### src/rtl/output_port_allocator.sv
// Per-output-port wormhole switch allocator: round-robin arbitration among input heads,
// locks the output to the winner until TAIL (or watchdog), and muxes/pops under valid/ready.
module output_port_allocator #(
    parameter int NUM_PORTS = 5,
    parameter int FLIT_W    = 19,
    parameter int MAX_FLITS = 4
) (
    input  logic                        clk,
    input  logic                        rst,
    input  logic [NUM_PORTS-1:0]        req_i,
    input  logic [NUM_PORTS*FLIT_W-1:0] flit_i,
    input  logic [NUM_PORTS-1:0]        flit_valid_i,
    input  logic                        ds_ready_i,
    output logic [FLIT_W-1:0]           flit_o,
    output logic                        flit_valid_o,
    output logic [NUM_PORTS-1:0]        pop_o,
    output logic [NUM_PORTS-1:0]        grant_o,
    output logic                        busy_o,
    output logic                        err_o
);

    localparam int PTR_W = (NUM_PORTS > 1) ? $clog2(NUM_PORTS) : 1;
    localparam int CNT_W = $clog2(MAX_FLITS + 1);

    localparam logic [0:0] IDLE   = 1'b0;
    localparam logic [0:0] ACTIVE = 1'b1;

    localparam logic [1:0] TYPE_HEAD = 2'd0;
    localparam logic [1:0] TYPE_TAIL = 2'd1;
    localparam logic [1:0] TYPE_NONE = 2'd3;

    logic [0:0]        state;
    logic [PTR_W-1:0]  owner;
    logic [PTR_W-1:0]  rr_ptr;
    logic [PTR_W-1:0]  arb_idx;
    logic              arb_found;
    logic [CNT_W-1:0]  flit_cnt;
    logic [FLIT_W-1:0] cur_flit;
    logic [1:0]        cur_type;
    logic              cur_valid;
    logic              active;
    logic              xfer;
    logic              last_flit_slot;
    logic              last_xfer;
    logic              violation;

    // Scanning offsets from high to low leaves the lowest offset from rr_ptr as the winner.
    always_comb begin
        arb_idx   = '0;
        arb_found = 1'b0;
        for (int k = NUM_PORTS - 1; k >= 0; k--) begin
            if (req_i[(int'(rr_ptr) + k) % NUM_PORTS]) begin
                arb_idx   = PTR_W'((int'(rr_ptr) + k) % NUM_PORTS);
                arb_found = 1'b1;
            end
        end
    end

    assign active         = (state == ACTIVE);
    assign cur_flit       = flit_i[int'(owner)*FLIT_W +: FLIT_W];
    assign cur_type       = cur_flit[FLIT_W-2 -: 2];
    assign cur_valid      = flit_valid_i[owner];
    assign xfer           = active && cur_valid && ds_ready_i;
    assign last_flit_slot = (flit_cnt == CNT_W'(MAX_FLITS - 1));
    assign last_xfer      = xfer && ((cur_type == TYPE_TAIL) || last_flit_slot);

    // A TAIL landing exactly on the watchdog slot is a clean release, not a violation.
    assign violation = xfer && (((flit_cnt == '0) && (cur_type != TYPE_HEAD)) ||
                                ((flit_cnt != '0) && (cur_type == TYPE_HEAD)) ||
                                (cur_type == TYPE_NONE) ||
                                (last_flit_slot && (cur_type != TYPE_TAIL)));

    assign flit_o       = active ? cur_flit : '0;
    assign flit_valid_o = active && cur_valid && (cur_type != TYPE_NONE);
    assign pop_o        = xfer ? (NUM_PORTS'(1) << owner) : '0;
    assign grant_o      = active ? (NUM_PORTS'(1) << owner) : '0;
    assign busy_o       = active;

    always_ff @(posedge clk or posedge rst) begin
        if (rst) begin
            state    <= IDLE;
            owner    <= '0;
            rr_ptr   <= '0;
            flit_cnt <= '0;
            err_o    <= 1'b0;
        end else begin
            err_o <= violation;
            if (state == IDLE) begin
                if (arb_found) begin
                    state    <= ACTIVE;
                    owner    <= arb_idx;
                    flit_cnt <= '0;
                end
            end else begin
                if (last_xfer) begin
                    state    <= IDLE;
                    flit_cnt <= '0;
                    rr_ptr   <= (owner == PTR_W'(NUM_PORTS - 1)) ? '0 : owner + 1'b1;
                end else if (xfer) begin
                    flit_cnt <= flit_cnt + 1'b1;
                end
            end
        end
    end

endmodule
### config.mk
export PLATFORM = sky130hd
export DESIGN_NAME = output_port_allocator
export DESIGN_NICKNAME = d
export VERILOG_FILES = /design/src/rtl/output_port_allocator.sv
export SDC_FILE = /design/constraint.sdc
export NUM_CORES = 1
export LEC_CHECK = 0
export CORE_AREA = 2 2 111 70
export DETAILED_ROUTE_END_ITERATION = 10
export DIE_AREA = 0 0 113 72
export HOLD_SLACK_MARGIN = 0.15
export PLACE_DENSITY = 0.91
export SYNTH_ARGS = -nofsm -noshare
export SYNTH_HDL_FRONTEND = slang
export SYNTH_SLANG_ARGS = --single-unit
### constraint.sdc
create_clock -name clk -period 7 [get_ports clk]
set_input_delay 1.4 -clock clk [delete_from_list [all_inputs] [get_ports clk]]
set_output_delay 1.4 -clock clk [all_outputs]
set_load 0.02 [all_outputs]
==> results.json, run 1 <==
{
  "route.detailed.drc": 3,
  "hold_buffers": 0,
  "drv_slew": 0,
  "p_leak_nw": 1.853,
  "antenna_found_initial": 0,
  "start_util_pct": 45.66,
  "htree_levels": 1,
  "power.total_mw": 2.831,
  "status": "finished with violations",
  "dieArea_um2": 8136,
  "post-place-ws_ns": 1.904,
  "port_buffers": 139,
  "hold_path_class": "reg2reg",
  "cp-startpoint": "rr_ptr[1]",
  "cp_top_family": "compound AO/OA/AOI/OAI gates",
  "multiInputGateArea_um2": 2775,
  "crit_type": "reg2reg",
  "ys_seq_area_share_pct": 8.507,
  "clk_pin_slew_worst_paths_ns": 0.04,
  "drt_first_pass_iters": 8,
  "hold_start": "owner[1]",
  "finalSetupTns_ns": 0,
  "cts_root_buf": "clkbuf_16",
  "ys_warn_count": 0,
  "syn-instance-count": 405,
  "start_kind": "flip-flop",
  "post_synth.cell_area_avg_um2": 7.989,
  "clk_latency_ns": 0.24,
  "core-area_um2": 7087,
  "drive_gt1_share_pct": 9.280,
  "final_area_um2": 4752,
  "crit_arrival_ns": 5.36,
  "fin_crit_ns": 5.240,
  "viasPerCell": 6.404,
  "cp_common_cell": "ha_1",
  "clock_sinks": 11,
  "grt_pass1_vias": 3743,
  "slowest_stage": "o41ai_1",
  "worstSetupEndpointType": "flip-flop",
  "path_buf_inv": 2,
  "synth_edf_count": 0,
  "crit_chain": "inv_2 -> ha_1 -> inv_1 -> ha_1 -> o21ai_0 -> nor2_1 -> a21oi_1 -> ha_1 -> nor2b_1 -> nor4_1 -> o41ai_1 -> a21oi_1 -> o21ai_0 -> and4_1 -> a21o_1 -> mux2_1",
  "fin_crit_sh_pct": 74.86,
  "ys_async_sr_fraction_pct": 100.0,
  "diodes": 0,
  "skew_ns": 0.002572,
  "cts_resized": 0,
  "wirelength_um": 12520,
  "hold_violations": 0,
  "critPathMaxFanout": 14,
  "maxSlewHeadroom_pct": 40.66,
  "grt_max_degree": 43,
  "dp_cells": 615,
  "synth_nets": 541,
  "ios": 140,
  "slowest_delay_ns": 0.68,
  "rows": 24,
  "ys.flop_type": "dfrtp_1",
  "final_net_count": 665,
  "drv_cap": 0,
  "fin_cells": 619,
  "layout_commonest_cell": "clkdlybuf4s50_1",
  "n_fill_cell": 552,
  "powerDensity_nw_per_um2": 595.8,
  "cts-buffers-inserted": 3,
  "synth.distinct_cells": 69,
  "syn_area_um2": 3236,
  "layout_setup_ws_ns": 1.760,
  "setup_viol": 0,
  "die_h_um": 72,
  "gp_congestion": 1.071,
  "grt_util_all_layers_pct": 29.59,
  "reg2reg_from": "rr_ptr[1]",
  "grt_first_pass_wirelength_um": 19460,
  "cts_setup_buffers": 0,
  "drtIter0Drc": 410,
  "vias": 3964,
  "place_area_um2": 4672,
  "ys_ff_latch": 11,
  "final_cell_mix": "clkdlybuf4s50_1, ha_1, nor2b_1",
  "die_w_um": 113,
  "ir_drop_uv": 202.4,
  "worstPathRequired_ns": 7.12,
  "postRouteAntennaNets": 0,
  "worst_pin_slew_ns": 0.8677,
  "area_growth_pct": 46.87,
  "tritoncts": "built",
  "fmax_ghz": 0.1908,
  "violations": "DRC",
  "routedWlPerCell_um": 20.22,
  "regArea_um2": 275.3,
  "clock_path_buffers": 2,
  "rsz0062_at_grt": "no",
  "grt_overflow": 0,
  "hpwl_um": 10010
}
-- state kept, by name (all words and copies together) (netlist names) --
name / count
flit_cnt: 3
owner: 3
rr_ptr: 3
busy_o: 1
err_o: 1
-- power breakdown --
part / leakage [nW] / switching (mW) / internal (mW)
clock: 0.0409 / 0.0306 / 0.0758
combinational: 1.68 / 1.49 / 1.08
sequential: 0.135 / 0.0680 / 0.0922
total: 1.85 / 1.58 / 1.25
-- cells by family after synthesis --
group,share of synthesized area [%]
XOR/XNOR,1.856
buffers and inverters,5.878
multiplexers,15.55
AO/OA/AOI/OAI,31.83
adder cells (fa/ha/maj),10.83
flip-flops,8.507
AND/OR/NAND/NOR,25.56
-- final cells by class --
class / instances / area share [%]
Sequential cell: 11 / 5.793
Clock buffer: 3 / 1.580
Multi-Input combinational cell: 347 / 58.40
Inverter: 23 / 1.817
Tap cell: 91 / 2.396
Clock inverter: 1 / 0.1053
Timing Repair Buffer: 143 / 29.91
-- through the flow --
| stage | hold WS (ns) | util [%] |
|---|---|---|
| final | 0.4954 | 67.06 |
| after global routing | 0.5251 | 67.06 |
| after CTS | 0.4950 | 67.06 |
| after detailed placement | 0.4922 | 65.93 |
| after global placement | 0.4769 | 65.93 |
| after floorplan | 0.4829 | - |
-- per-layer routing --
layer	vias to the layer above	wire, um	GRT usage, %
li1	1826	-	-
met1	1900	5270	43.58
met2	215	5860	46.84
met3	23	1215	5.180
met4	0	170	4.201
met5	-	0	0
-- final timing paths --
kind	to	slack (ns)	cells after the start
worst max register to register	owner[1]	1.76	16
min in group asynchronous	err_o	1.47	2
worst min-delay path	owner[1]	0.50	1
max in group asynchronous	flit_cnt[2]	5.23	2
worst min register to register	owner[1]	0.50	1
worst max-delay path	owner[1]	1.76	16
-- Yosys cell counts, types with 8 or more instances --
| library cell | count | area share (%) |
|---|---|---|
| nor2_1 | 19 | 2.2 |
| a211oi_1 | 9 | 2.1 |
| clkbuf_1 | 16 | 1.9 |
| ha_1 | 28 | 11 |
| o21ai_0 | 21 | 3.2 |
| nor3_1 | 8 | 1.2 |
| inv_1 | 19 | 2.2 |
| a21oi_1 | 16 | 2.5 |
| nand2_1 | 26 | 3.0 |
| and2_1 | 10 | 1.9 |
| a22oi_1 | 20 | 4.6 |
| nor3b_1 | 9 | 2.1 |
| mux4_2 | 20 | 14 |
| dfrtp_1 | 11 | 8.5 |
| nor2b_1 | 27 | 5.2 |
Note: power is estimated with default switching activity, not from simulation.
==> run 2: changes to the inputs <==
- CORE_AREA: 2 2 111 70 -> 2 2 114 72
- DIE_AREA: 0 0 113 72 -> 0 0 116 74
- PLACE_DENSITY: 0.91 -> 0.87
- clock period: 7 -> 5.1 ns (I/O delays scaled with it)
==> results.json, run 2 (same netlist as run 1, synthesis figures left out) <==
{
  "start_kind": "flip-flop",
  "tritoncts": "built",
  "final_net_count": 674,
  "drive_gt1_share_pct": 10.99,
  "hold_path_class": "reg2reg",
  "cts_root_buf": "clkbuf_16",
  "dieArea_um2": 8584,
  "core-area_um2": 7570,
  "largestRegisters": "flit_cnt x3, owner x3, rr_ptr x3",
  "crit_arrival_ns": 4.83,
  "ios": 140,
  "ir_drop_uv": 352.4,
  "final_cell_mix": "clkdlybuf4s50_1, ha_1, nor2b_1",
  "reg2reg_from": "rr_ptr[0]",
  "powerDensity_nw_per_um2": 821.5,
  "routedWlPerCell_um": 19.42,
  "die_h_um": 74,
  "die_w_um": 116,
  "diodes": 0,
  "fin_crit_sh_pct": 92.31,
  "grt_first_pass_wirelength_um": 18890,
  "drt_first_pass_iters": 5,
  "fmax_ghz": 0.2124,
  "p_leak_nw": 1.899,
  "wirelength_um": 12520,
  "rsz0062_at_grt": "no",
  "utilization_pct": 64.08,
  "start_util_pct": 42.74,
  "maxSlewHeadroom_pct": 42.31,
  "skew_ns": 0.008347,
  "r2r-end": "owner[1]",
  "status": "finished, final reports clean",
  "critPathMaxFanout": 8,
  "r2r_slack_ns": 0.39,
  "hpwl_um": 10020,
  "grt_util_all_layers_pct": 27.60,
  "drv_slew": 0,
  "clock_path_buffers": 2,
  "post-place-ws_ns": 0.3540,
  "critPathCapture": "owner[1]",
  "hold_buffers": 0,
  "cts_setup_buffers": 0,
  "vias": 3996,
  "clk_latency_ns": 0.25,
  "worstPathRequired_ns": 5.22,
  "viasPerCell": 6.195,
  "drv_cap": 0,
  "route.detailed.drc": 0,
  "antenna_found_initial": 0,
  "drtIter0Drc": 371,
  "rows": 25,
  "area_growth_pct": 49.92,
  "clk_pin_slew_worst_paths_ns": 0.05,
  "min_path_cells": 1,
  "reg2reg_depth": 16,
  "htree_levels": 1,
  "clock_sinks": 11,
  "crit_type": "reg2reg",
  "worstSetupEndpointType": "flip-flop",
  "cp-startpoint": "rr_ptr[0]",
  "cts-buffers-inserted": 3,
  "layout_commonest_cell": "clkdlybuf4s50_1",
  "setup_viol": 0,
  "worst_pin_slew_ns": 0.8654,
  "postRouteAntennaNets": 0,
  "layout_setup_ws_ns": 0.3922,
  "grt_max_degree": 43,
  "hold_violations": 0,
  "port_buffers": 139,
  "gp_congestion": 0.9950,
  "finalSetupTns_ns": 0,
  "fin_crit_ns": 4.708,
  "grt_pass1_vias": 3732,
  "grt_overflow": 0
}
==> run 2: cell types whose count changed in the layout (fill, tap and decap cells not counted), sizes merged <==
cell / previous run / this run
clkbuf: 3 / 4
clkinv: 2 / 1
buf: 4 / 13
==> run 2: worst min path at each step <==
| stage | startpoint | end | slack (ns) |
|---|---|---|---|
| floorplan | flit_cnt[2] | flit_cnt[2] | 0.48 |
| global placement | flit_cnt[2] | flit_cnt[2] | 0.50 |
| detailed placement | flit_cnt[2] | flit_cnt[2] | 0.50 |
| CTS | flit_cnt[2] | flit_cnt[2] | 0.51 |
| global route | flit_cnt[2] | flit_cnt[2] | 0.54 |
| finish | flit_cnt[2] | flit_cnt[2] | 0.51 |
==> run 2: per-stage QoR <==
step | total power, mW | cell area, um2 | hold WS (ns) | std cells
after global placement | 3.581 | 4761 | 0.5006 | 641
after CTS | 3.872 | 4840 | 0.5123 | 645
after global routing | 4.283 | 4851 | 0.5371 | 645
after floorplan | 2.690 | 3236 | 0.4829 | 405
final | 3.985 | 4851 | 0.5143 | 645
after detailed placement | 3.697 | 4761 | 0.5040 | 641
==> run 2: cell type report <==
| type | count | area, um2 |
|---|---|---|
| clock buffers | 4 | 78.83 |
| fillers | 655 | 2719 |
| inverters | 23 | 86.33 |
| multi-input cells | 347 | 2786 |
| flip-flops and latches | 11 | 275.3 |
| well taps | 108 | 135.1 |
| repair buffers | 152 | 1489 |
==> run 2: worst max-delay path, stage by stage (launching register included) <==
cell and delay, ns:
dfrtp_1 0.44, clkinv_1 0.13, ha_1 0.22, inv_1 0.11
ha_1 0.26, o21ai_0 0.16, nor2_1 0.06, a21oi_1 0.25
ha_1 0.35, nor2b_1 0.37, nor4_1 0.12, o41ai_2 0.51
a21oi_1 0.17, o21ai_0 0.43, and4_1 0.35, a21o_1 0.30
mux2_1 0.36
==> run 2: layer usage <==
layer	vias up	part of all wire (%)	global-route usage, %
met4	0	1.3	4.497
met5	-	0	0
li1	1841	-	-
met2	228	46	43.01
met3	21	11	6.764
met1	1906	42	39.78
==> run 2: timing repair <==
action                                  4_1_cts  5_1_grt
gates resized for setup                       0        2
endpoints found under the setup margin        0        2
endpoints found under the hold margin         0        0
==> run 2: where the power goes <==
group,internal (mW),switching [mW],total [mW]
clock network,0.106,0.0452,0.151
logic,1.54,2.08,3.62
registers,0.127,0.0848,0.212
total,1.77,2.21,3.99
==> run 3: changes to the inputs <==
- GPL_ROUTABILITY_DRIVEN: not set -> 0
==> results.json, run 3 (same netlist as run 1, synthesis figures left out) <==
{
  "route.detailed.drc": 0,
  "ios": 140,
  "dieArea_um2": 8584,
  "r2r_slack_ns": 0.57,
  "die_w_um": 116,
  "clk_pin_slew_worst_paths_ns": 0.05,
  "slowest_stage": "o41ai_1",
  "min_path_cells": 1,
  "final_cell_mix": "clkdlybuf4s50_1, ha_1, nor2b_1",
  "cts_resized": 0,
  "routedWlPerCell_um": 18.29,
  "critPathMaxFanout": 8,
  "min_to": "flit_cnt[1]",
  "regArea_um2": 275.3,
  "fmax_ghz": 0.2206,
  "hold_violations": 0,
  "crit_chain": "clkinv_1 -> ha_1 -> inv_1 -> ha_1 -> o21ai_0 -> nor2_1 -> a21oi_1 -> ha_1 -> nor2b_1 -> nor4_1 -> o41ai_1 -> a21boi_0 -> o21ai_0 -> and4_1 -> a21o_1 -> mux2_1",
  "status": "finished, final reports clean",
  "clk_latency_ns": 0.24,
  "cp-startpoint": "rr_ptr[0]",
  "layout_commonest_cell": "clkdlybuf4s50_1",
  "cts-buffers-inserted": 3,
  "drtIter0Drc": 247,
  "cp_common_cell": "ha_1",
  "drv_cap": 0,
  "setup_viol": 0,
  "r2r-end": "owner[1]",
  "rows": 25,
  "grt_first_pass_wirelength_um": 17860,
  "diodes": 0,
  "hpwl_um": 9486,
  "worstPathRequired_ns": 5.22,
  "p_seq_share_pct": 5.3,
  "postRouteAntennaNets": 0,
  "grt_max_degree": 44,
  "reg2reg_depth": 16,
  "drive_gt1_share_pct": 10.97,
  "fin_crit_ns": 4.534,
  "clkPwrFrac_pct": 3.8,
  "switchingPower_mw": 2.157,
  "final_net_count": 675,
  "path_buf_inv": 2,
  "finalSetupTns_ns": 0,
  "viasPerCell": 6.082,
  "p_comb_share_pct": 90.9,
  "crit_type": "reg2reg",
  "cts_setup_buffers": 0,
  "drv_slew": 0,
  "clock_sinks": 11,
  "start_util_pct": 42.74,
  "rsz0062_at_grt": "no",
  "grt_overflow": 0,
  "reg2reg_from": "rr_ptr[0]",
  "p_int_mw": 1.770,
  "ir_drop_uv": 300.0,
  "hold_buffers": 0,
  "grt_pass1_vias": 3670,
  "holdWs_ns": 0.5502,
  "wirelength_um": 11820,
  "area_growth_pct": 49.85,
  "slowest_delay_ns": 0.63,
  "clock_path_buffers": 2,
  "netSwitchingFraction_pct": 54.94,
  "maxSlewHeadroom_pct": 42.79,
  "htree_levels": 1,
  "multiInputGateArea_um2": 2775,
  "fin_cells": 646,
  "drt_first_pass_iters": 4,
  "port_buffers": 139,
  "fin_crit_sh_pct": 88.89,
  "dp_cells": 642,
  "powerDensity_nw_per_um2": 809.9,
  "vias": 3929,
  "p_leak_nw": 1.901,
  "hold_path_class": "reg2reg",
  "antenna_found_initial": 0,
  "cts_root_buf": "clkbuf_16",
  "start_kind": "flip-flop",
  "die_h_um": 74,
  "skew_ns": 0.004173,
  "cp_top_family": "compound AO/OA/AOI/OAI gates",
  "hold_start": "flit_cnt[1]",
  "core-area_um2": 7570,
  "grt_util_all_layers_pct": 26.17,
  "largestRegisters": "flit_cnt x3, owner x3, rr_ptr x3",
  "crit_arrival_ns": 4.66,
  "tritoncts": "built",
  "worstSetupEndpointType": "flip-flop",
  "n_fill_cell": 645,
  "worst_pin_slew_ns": 0.8366
}
==> run 3: cell types whose count changed in the layout (fill, tap and decap cells not counted), sizes merged <==
cell and change:
clkinv +1, clkbuf -1, buf +1
==> run 3: routing by layer <==
metal / up-vias / part of all wire, % / global-route usage (%)
met5: - / 0 / 0
met4: 0 / 1.1 / 3.307
met3: 24 / 9.0 / 5.379
met2: 209 / 45 / 41.46
met1: 1846 / 45 / 38.18
li1: 1850 / - / -
==> run 3: final cells by class <==
type                            instances  share of cell area (%)
Multi-Input combinational cell        347                   57.24
Timing Repair Buffer                  153                   30.86
Sequential cell                        11                   5.677
Tap cell                              108                   2.787
Inverter                               23                   1.781
Clock buffer                            3                   1.548
Clock inverter                          1                  0.1032
==> run 3: per-stage QoR <==
step | total power, mW | util [%] | worst slack (ns) | instance area [um2]
after floorplan | 2.690 | - | 0.5050 | 3236
after global placement | 3.557 | 62.99 | 0.8970 | 4768
after detailed placement | 3.667 | 62.99 | 0.6437 | 4768
after CTS | 3.832 | 64.05 | 0.6382 | 4848
after global routing | 4.222 | 64.05 | 0.03146 | 4848
final | 3.927 | 64.05 | 0.5664 | 4848
==> run 3: worst register-to-register path, stage by stage, from the launching register on <==
cell      delay [ns]
dfrtp_1         0.37
clkinv_1        0.10
ha_1            0.23
inv_1           0.12
ha_1            0.25
o21ai_0         0.15
nor2_1          0.06
a21oi_1         0.17
ha_1            0.33
nor2b_1         0.34
nor4_1          0.09
o41ai_1         0.63
a21boi_0        0.22
o21ai_0         0.37
and4_1          0.34
a21o_1          0.30
mux2_1          0.35
==> run 3: worst max-delay path by stage <==
| stage | endpoint | cells past startpoint |
|---|---|---|
| 6_report | owner[1] | 16 |
| 5_1_grt | owner[1] | 16 |
| 4_1_cts | owner[1] | 16 |
| 3_5_place_dp | owner[1] | 16 |
| 3_3_place_gp | owner[1] | 15 |
| 2_1_floorplan | owner[1] | 18 |
==> run 3: power by group through the flow <==
stage	Clock (mW)	Sequential, mW	Combinational (mW)
2_1_floorplan	0	0.183	2.51
3_3_place_gp	0	0.205	3.35
3_5_place_dp	0	0.208	3.46
4_1_cts	0.149	0.207	3.48
5_1_grt	0.154	0.218	3.85
6_report	0.149	0.207	3.57
